===== config.mk =====
export PLATFORM = sky130hd
export DESIGN_NAME = sender_fifo_flat
export DESIGN_NICKNAME = d
export VERILOG_FILES = /design/src/rtl/sender_fifo_if.sv /design/src/rtl/sender_fifo.sv /design/src/flat_wrapper.sv
export SDC_FILE = /design/constraint.sdc
export NUM_CORES = 1
export LEC_CHECK = 0
export CORE_MARGIN = 4
export CORE_UTILIZATION = 55
export DETAILED_ROUTE_END_ITERATION = 12
export HOLD_SLACK_MARGIN = 0.12
export PLACE_DENSITY = 0.82
export SKIP_LAST_GASP = 1
export SYNTH_ARGS = -nofsm -noshare
export SYNTH_HDL_FRONTEND = slang
export SYNTH_SLANG_ARGS = --single-unit

===== constraint.sdc =====
create_clock -name clk -period 3.2 [get_ports clk]
set_input_delay 0.48 -clock clk [delete_from_list [all_inputs] [get_ports clk]]
set_output_delay 0.48 -clock clk [all_outputs]
set_load 0.02 [all_outputs]

===== src/rtl/sender_fifo_if.sv =====
// Byte-push handshake and TX-side status bundle for sender_fifo.
// The core drives through the master modport; sender_fifo implements the slave modport.
interface sender_fifo_if #(
  parameter int LOG_DEPTH = 4
);
  logic [7:0]         in;
  logic               in_valid;
  logic               in_ready;
  logic               out;
  logic               busy;
  logic [LOG_DEPTH:0] count;

  modport master (output in, in_valid, input in_ready, out, busy, count);
  modport slave  (input in, in_valid, output in_ready, out, busy, count);
endinterface


===== src/rtl/sender_fifo.sv =====
// UART 8N1 transmitter fed by a 2**LOG_DEPTH byte FIFO, LSB first, SENDER_PERIOD clocks per bit.
// Defining SENDER_SENT_COUNT_EN adds a 32-bit `sent` port counting completed frames.
module sender_fifo #(
  parameter int SENDER_PERIOD = 1292,
  parameter int LOG_DEPTH     = 4
) (
  input  logic        clk,
  input  logic        rst_n,
  sender_fifo_if.slave bus
`ifdef SENDER_SENT_COUNT_EN
  ,
  output logic [31:0] sent
`endif
);
  localparam int DEPTH = 2 ** LOG_DEPTH;
  localparam int TW    = $clog2(SENDER_PERIOD);

  localparam logic [TW-1:0]        TIMER_RELOAD = TW'(SENDER_PERIOD - 1);
  localparam logic [TW-1:0]        TIMER_ONE    = TW'(1);
  localparam logic [LOG_DEPTH:0]   CNT_FULL     = (LOG_DEPTH + 1)'(DEPTH);
  localparam logic [LOG_DEPTH:0]   CNT_ONE      = (LOG_DEPTH + 1)'(1);
  localparam logic [LOG_DEPTH-1:0] PTR_ONE      = LOG_DEPTH'(1);

  typedef enum logic [1:0] {IDLE, START, DATA, STOP} state_e;

  logic [7:0]           mem_q [DEPTH];
  logic [LOG_DEPTH-1:0] wr_ptr_q, wr_ptr_d;
  logic [LOG_DEPTH-1:0] rd_ptr_q, rd_ptr_d;
  logic [LOG_DEPTH:0]   count_q, count_d;
  state_e               state_q, state_d;
  logic [TW-1:0]        timer_q, timer_d;
  logic [2:0]           bit_idx_q, bit_idx_d;
  logic [7:0]           sr_q, sr_d;
  logic                 out_q, out_d;
  logic                 push, pop;

  assign bus.in_ready = (count_q != CNT_FULL);
  assign push         = bus.in_valid && bus.in_ready;
  assign bus.count    = count_q;
  assign bus.out      = out_q;
  assign bus.busy     = (count_q != '0) || (state_q != IDLE);

  // NOTE: every variable gets a default before the case, so no path leaves one unassigned (no latch).
  always_comb begin
    state_d   = state_q;
    timer_d   = timer_q;
    bit_idx_d = bit_idx_q;
    sr_d      = sr_q;
    pop       = 1'b0;
    unique case (state_q)
      IDLE: begin
        if (count_q != '0) begin
          pop     = 1'b1;
          sr_d    = mem_q[rd_ptr_q];
          timer_d = TIMER_RELOAD;
          state_d = START;
        end
      end
      START: begin
        if (timer_q == '0) begin
          timer_d   = TIMER_RELOAD;
          bit_idx_d = 3'd0;
          state_d   = DATA;
        end else begin
          timer_d = timer_q - TIMER_ONE;
        end
      end
      DATA: begin
        if (timer_q == '0) begin
          sr_d    = {1'b0, sr_q[7:1]};
          timer_d = TIMER_RELOAD;
          if (bit_idx_q == 3'd7) state_d = STOP;
          else bit_idx_d = bit_idx_q + 3'd1;
        end else begin
          timer_d = timer_q - TIMER_ONE;
        end
      end
      STOP: begin
        // Chaining straight into the next start bit keeps back-to-back frames gap-free.
        if (timer_q == '0) begin
          if (count_q != '0) begin
            pop     = 1'b1;
            sr_d    = mem_q[rd_ptr_q];
            timer_d = TIMER_RELOAD;
            state_d = START;
          end else begin
            state_d = IDLE;
          end
        end else begin
          timer_d = timer_q - TIMER_ONE;
        end
      end
      default: state_d = IDLE;
    endcase
  end

  // The line level is decoded from the next state so `out` is a clean flop output.
  always_comb begin
    out_d = 1'b1;
    unique case (state_d)
      START:   out_d = 1'b0;
      DATA:    out_d = sr_d[0];
      default: out_d = 1'b1;
    endcase
  end

  always_comb begin
    wr_ptr_d = push ? wr_ptr_q + PTR_ONE : wr_ptr_q;
    rd_ptr_d = pop  ? rd_ptr_q + PTR_ONE : rd_ptr_q;
    count_d  = count_q;
    if (push && !pop)      count_d = count_q + CNT_ONE;
    else if (pop && !push) count_d = count_q - CNT_ONE;
  end

  // NOTE: storage has no reset; occupancy and pointers alone decide what is valid.
  always_ff @(posedge clk) begin
    if (push) mem_q[wr_ptr_q] <= bus.in;
  end

  // NOTE: sequential state uses non-blocking assignments only, so all flops update together.
  always_ff @(posedge clk or negedge rst_n) begin
    if (!rst_n) begin
      wr_ptr_q  <= '0;
      rd_ptr_q  <= '0;
      count_q   <= '0;
      state_q   <= IDLE;
      timer_q   <= '0;
      bit_idx_q <= 3'd0;
      sr_q      <= 8'h00;
      out_q     <= 1'b1;
    end else begin
      wr_ptr_q  <= wr_ptr_d;
      rd_ptr_q  <= rd_ptr_d;
      count_q   <= count_d;
      state_q   <= state_d;
      timer_q   <= timer_d;
      bit_idx_q <= bit_idx_d;
      sr_q      <= sr_d;
      out_q     <= out_d;
    end
  end

`ifdef SENDER_SENT_COUNT_EN
  logic [31:0] sent_q, sent_d;
  logic        frame_done;

  assign frame_done = (state_q == STOP) && (timer_q == '0);
  assign sent       = sent_q;

  always_comb begin
    sent_d = frame_done ? sent_q + 32'd1 : sent_q;
  end

  always_ff @(posedge clk or negedge rst_n) begin
    if (!rst_n) sent_q <= 32'd0;
    else        sent_q <= sent_d;
  end
`endif
endmodule

===== src/flat_wrapper.sv =====
// flat-port wrapper written by rule: the top's interface ports become plain ports
module sender_fifo_flat 
#(
  parameter int SENDER_PERIOD = 1292,
  parameter int LOG_DEPTH     = 4
)
  (clk, rst_n, bus_in, bus_in_valid, bus_in_ready, bus_out, bus_busy, bus_count);
  sender_fifo_if #(.LOG_DEPTH(LOG_DEPTH)) bus_i ();
  input  logic clk;
  input  logic rst_n;
  input wire logic [$bits(bus_i.in)-1:0] bus_in;
  input wire logic [$bits(bus_i.in_valid)-1:0] bus_in_valid;
  output wire logic [$bits(bus_i.in_ready)-1:0] bus_in_ready;
  output wire logic [$bits(bus_i.out)-1:0] bus_out;
  output wire logic [$bits(bus_i.busy)-1:0] bus_busy;
  output wire logic [$bits(bus_i.count)-1:0] bus_count;
  assign bus_i.in = bus_in;
  assign bus_i.in_valid = bus_in_valid;
  assign bus_in_ready = bus_i.in_ready;
  assign bus_out = bus_i.out;
  assign bus_busy = bus_i.busy;
  assign bus_count = bus_i.count;
  sender_fifo #(.SENDER_PERIOD(SENDER_PERIOD), .LOG_DEPTH(LOG_DEPTH)) u_core (.clk(clk), .rst_n(rst_n), .bus(bus_i));
endmodule

After elaboration in Yosys (flattened, before gate mapping) --
Memory sizes are Yosys's and may differ from the RTL's. Cells that the tools add are included.
Word-level totals: RAM bits 128, bits in registers 38, word-level logic and storage cells 70, input bits 11, output and inout port bits 8, memories kept 1
Cells by class: add/subtract/negate cells 6, equality and inequality tests 11, reductions and logical operators 16, mux-type cells 27
Memories:
- u_core.mem_q | words 16, bits a word 8, rd ports 1, clocked after Yosys merged registers in 0, write ports 1, RTL line sender_fifo.sv:26 | logic [7:0] mem_q [DEPTH];
Operators by type and width (number):
- $mux W11 | 3
- $pmux W11 S3 | 1
- $mux W8 | 3
- $pmux W8 S3 | 1
- $logic_not A11 Y1 | 1
- $sub A11 B1 Y11 const B | 1
- $mux W2 | 5
- $mux W5 | 2
- $mux W3 | 3
- $add A4 B1 Y4 const B | 2
- $pmux W2 S4 | 1
- $eq A2 B2 Y1 const B | 3
- $ne A2 B1 Y1 const B | 3
- $pmux W3 S2 | 1
- $reduce_bool A2 Y1 | 3
- $add A5 B1 Y5 const B | 1
- $mux W1 | 5
- $ne A5 B5 Y1 const B | 1
- $reduce_bool A5 Y1 | 1
- $sub A5 B1 Y5 const B | 1
- $eq A2 B1 Y1 const B | 2
- $pmux W1 S2 | 2
- $reduce_and A4 Y1 | 1
- $add A3 B1 Y3 const B | 1
- other kinds (9) | 12

Longest topological paths before layout --
depth after elaboration 7, depth in mapped cells 16, gate-level depth less buffers 15

Worst setup path after synthesis --
OpenSTA, ideal clock, no wires.
kind register to register, start reg u_core.timer_q[0], end reg u_core.count_q[4], in the netlist u_core.bus.count[4], library setup time 0.133 ns, path slack -0.076 ns, data required time 3.067 ns, data arrival time 3.143 ns, cell stages (with the launch flop) 17, buffers on the path 1, path through dfrtp_1 > inv_1 > ha_1 > nor3b_1 > buf_2 > a41oi_1 > or2_2 > nor2_1 > inv_1 > ha_1 > inv_1 > ha_1 > a21o_1 > a21oi_1 > xnor2_1 > nor2_1 > xor2_1
Between the ends: longest elaborated chain between the ends 6, elaborated cells between the ends (all ways) 8
RTL lines:
- start: declaration | RTL line sender_fifo.sv:31 | logic [TW-1:0] timer_q, timer_d;
- start signal: assignment | RTL line sender_fifo.sv:136 | timer_q <= timer_d;
- $logic_not A11 Y1 (*) | RTL line sender_fifo.sv:80 | if (timer_q == '0) begin
- $mux W1 (*) | RTL line sender_fifo.sv:80
- $pmux W1 S2 (*) | RTL line sender_fifo.sv:50 | unique case (state_q)
- $logic_not A1 Y1 | RTL line sender_fifo.sv:111 | if (push && !pop) count_d = count_q + CNT_ONE;
- $logic_and A1 B1 Y1 | RTL line sender_fifo.sv:111
- $mux W5 or $reduce_bool A2 Y1 (tied branches)
- end signal: assignment | RTL line sender_fifo.sv:134 | count_q <= count_d;
- end: declaration | RTL line sender_fifo.sv:29 | logic [LOG_DEPTH:0] count_q, count_d;
Every way passes the cells marked *; elsewhere a longest branch is shown, timed or not. A chain may end at the register's enable or synchronous reset.

Final worst setup path --
start reg u_core.timer_q[1], end reg u_core.count_q[4], in the netlist u_core.bus.count[4]
The elaborated chain is that of the path after synthesis.

==> run summary <==
Result of the run - completed
Unrepaired setup endpoints after global routing - no
Post-detailed-placement cell area - 7680 um2
Vias in the first global route - 4234
Maximum number of pins on one net before global-route repair - 39
VDD IR-drop max - 761 uV
Port Buf Inserts - 18
Proportion of synthesized chip area in sequential cells - 67.1%
Most common flop cell mapped by yosys - sky130_fd_sc_hd__edfxtp_1
Worst setup skew after layout - 7.79 ps
Count of buffer and inverter cells on the critical path - 3
Fin util - 65.4%
Post-Synthesis Cell Area - 7150 um2
Total I/O pin count - 19
Post-layout instance area - 8280 um2
Post-synth top area cell - sky130_fd_sc_hd__edfxtp_1
Cell count after synthesis - 451
Count of vias placed by the detailed router - 4183
Area share of the largest cell type after synthesis - 53.8%
Main area contributors after synthesis - sky130_fd_sc_hd__edfxtp_1 54%, sky130_fd_sc_hd__dfrtp_1 13%, sky130_fd_sc_hd__mux4_2 11%
Overall fraction of global-route tracks in use - 21.7%
Root Driver - sky130_fd_sc_hd__clkbuf_16
Fin crit period - 3030 ps
Final count of hold timing violations - 0
Global Route met2 Usage - 36.9%
Power density over the cells - 653 nW/um2
Final Routed Wirelength - 14900 um
Part of the power in the clock network - 37.0%
Count of flip-flops with a built-in enable after synthesis - 128
Pin slew with the least headroom to its limit - 894 ps
Total nets after synthesis - 480
Portion of total power attributed to combinational logic - 13.4%
Critical Path RT - 3510 ps
Skew-Pair Late Insertion Delay - 420 ps
Setup violations, final - 0
Max Freq - 330 MHz
Share of layout cells above drive strength 1 - 22.0%
Final Max Slew Viols - 0
Class of the most critical hold timing path - in2async
Worst slew margin relative to its limit - 39.9%
Htree depth - 4
DR pass1 iterations - 5
Global route overflow - 0
Max cap viols - 0
Internal Power - 3.97 mW
Clock transition at the registers of the reported paths - 70 ps
Worst-path cell chain - inv_1 -> ha_1 -> nor3b_4 -> a41oi_1 -> or2_4 -> nor2_2 -> inv_1 -> ha_1 -> inv_2 -> fa_1 -> a21o_1 -> a21oi_1 -> xnor2_1 -> nor2_1 -> xor2_1
Inserted Diodes - 0
Initial antenna violation count - 0
Number of CTS-inserted buffers - 17
Signed area change from the synthesized netlist to the final layout - 15.9%
Final instance count without filler cells - 680
Avg Synthesized Cell Area - 15.8 um2
Starting density of the core - 56.4%
Switching share of power - 26.6%
Yosys warning count - 0
Hold buffer count at cts - 0
GRT busiest layer - met2
Post-Place Cells - 648
Met3 usage - 4.83%
Area inside the core boundary - 12700 um2
Die ar. - 14900 um2
Crit share post-route - 94.8%
Start of the worst register-to-register path - u_core.timer_q[1]
Static Leak - 2.88 nW
Endpoint kind of the worst setup timing path - register
Post-DP HPWL - 9530 um
Total Neg Setup Slack - 0 ps
Synth Register Bits - 166
Clock tree from TritonCTS - yes
Crit path max fanout - 5
Wire length of the first global-routing pass - 23700 um
Leading cell types in the layout, fill and taps excluded - 128 x sky130_fd_sc_hd__edfxtp_1, 39 x sky130_fd_sc_hd__nand2_1, 36 x sky130_fd_sc_hd__mux4_2, 36 x sky130_fd_sc_hd__dfrtp_1, 27 x sky130_fd_sc_hd__buf_4
Startpoint-to-endpoint class of the critical path - reg2reg
Fraction of power consumed by sequential logic - 49.6%
Clk sinks - 166
CP Launch Point - u_core.timer_q[1]
Final Wtd Congestion - 0.830
Most frequent standard cell in the layout excluding fill and tap cells - sky130_fd_sc_hd__edfxtp_1
Avg Vias per Cell - 6.15
Nets@finish - 524
Total net switching power - 1.44 mW
Startpoint class of the critical path - register
GR Layer Usage met1 - 28.0%
Average wire length per cell after detail routing - 21.9 um
Longest individual stage delay on the worst path - 410 ps
Deepest clock path buffer count - 2
CP top delay family - adder cells
Number of antenna-violating nets in the routed design - 0
Die extent in x - 122 um
Violation count after the first detailed-routing iteration - 556
Critical Path AT - 3350 ps
DRC errors left - 0
FFs w/ async S/R, synth - 22.9%
Die H - 122 um
Std-Cell Rows - 41
Slowest CP cell - sky130_fd_sc_hd__fa_1
Synth unique cells - 51
[cells by family (layout without fill, tap and decap cells)]
group	count (synthesis)	count (layout)	share of synthesized area (%)
AO/OA/AOI/OAI	72	72	6.57
multiplexers	43	43	12.4
XOR/XNOR	11	11	1.35
flip-flops	166	166	67.1
buffers and inverters	31	88	1.72
AND/OR/NAND/NOR	110	110	7.62
adder cells (fa/ha/maj)	18	18	3.26
[per-layer routing]
layer,vias to the layer above,wire (um)
li1,1849,-
met1,2122,5860
met2,183,7960
met5,-,0
met3,29,778
met4,0,293
[worst paths after layout]
kind / to / slack (ps) / depth (start not counted)
setup reg to reg: u_core.bus.count[4] / 170 / 15
max in group asynchronous: u_core.rd_ptr_q[0] / 2440 / 1
hold reg to reg: u_core.sr_q[3] / 480 / 2
setup / recovery: u_core.bus.count[4] / 170 / 15
min in group clk: u_core.sr_q[3] / 480 / 2
hold / removal: u_core.timer_q[5] / 160 / 1
[synthesized netlist by cell type (all sizes together), types with 2 or more instances]
master    n
mux2      4
a21oi    16
a31oi     6
nor4      4
a21o      2
nor2b     4
nand4     2
mux2i     3
ha       17
a211oi    3
inv      10
o21ai    21
xor2      3
o221a     4
nor3b     5
nand2b    7
or4       2
edfxtp  128
mux4     36
nand2    39
buf       7
nand3     4
nand3b    2
a22oi     6
nor2     27
a41oi     2
nor3     10
xnor2     8
dfrtp    37
clkbuf   14
o31ai     3
[per-stage QoR]
stage	power [mW]	setup WS, ps	hold WS [ps]
after global placement	3.37	199	449
after detailed placement	3.44	66.0	466
final	5.41	166	160
after CTS	5.43	36.1	181
after global routing	5.62	23.8	222
after floorplan	3.12	2.07	184
[power by group through the flow]
stage | clock network, mW | logic [mW] | registers (mW)
CTS | 2.02 | 0.729 | 2.68
global route | 2.13 | 0.792 | 2.70
detailed placement | 0 | 0.718 | 2.72
global placement | 0 | 0.673 | 2.70
finish | 2.00 | 0.727 | 2.68
floorplan | 0 | 0.412 | 2.70
[flip-flops by register name, indices dropped and copies added (netlist names)]
| register | count |
|---|---|
| u_core.timer_q | 11 |
| u_core.bus.count | 5 |
| u_core.mem_q | 128 |
| u_core.bus.out | 1 |
| u_core.sr_q | 8 |
| u_core.wr_ptr_q | 4 |
| u_core.rd_ptr_q | 4 |
| u_core.state_q | 2 |
| u_core.bit_idx_q | 3 |
[repair_timing]
| action | in CTS | in global routing |
|---|---|---|
| setup endpoints to repair | 0 | 1 |
| buffers inserted | 0 | 0 |
| resized for setup | 0 | 4 |
[cell type report]
type                    instances  area, um2
flip-flops and latches        166       4800
fillers                       850       4390
multi-input cells             254       2240
clock buffers                  17        425
repair buffers                 46        398
well taps                     172        215
clock inverters                15        164
inverters                      10       37.5
[worst reg2reg max path: stages, from the launching register on]
cell	delay, ps
sky130_fd_sc_hd__dfrtp_1	400
sky130_fd_sc_hd__inv_1	80
sky130_fd_sc_hd__ha_1	220
sky130_fd_sc_hd__nor3b_4	160
sky130_fd_sc_hd__a41oi_1	320
sky130_fd_sc_hd__or2_4	200
sky130_fd_sc_hd__nor2_2	40
sky130_fd_sc_hd__inv_1	60
sky130_fd_sc_hd__ha_1	200
sky130_fd_sc_hd__inv_2	80
sky130_fd_sc_hd__fa_1	410
sky130_fd_sc_hd__a21o_1	210
sky130_fd_sc_hd__a21oi_1	180
sky130_fd_sc_hd__xnor2_1	140
sky130_fd_sc_hd__nor2_1	60
sky130_fd_sc_hd__xor2_1	140
(Power assumes the default switching activity.)
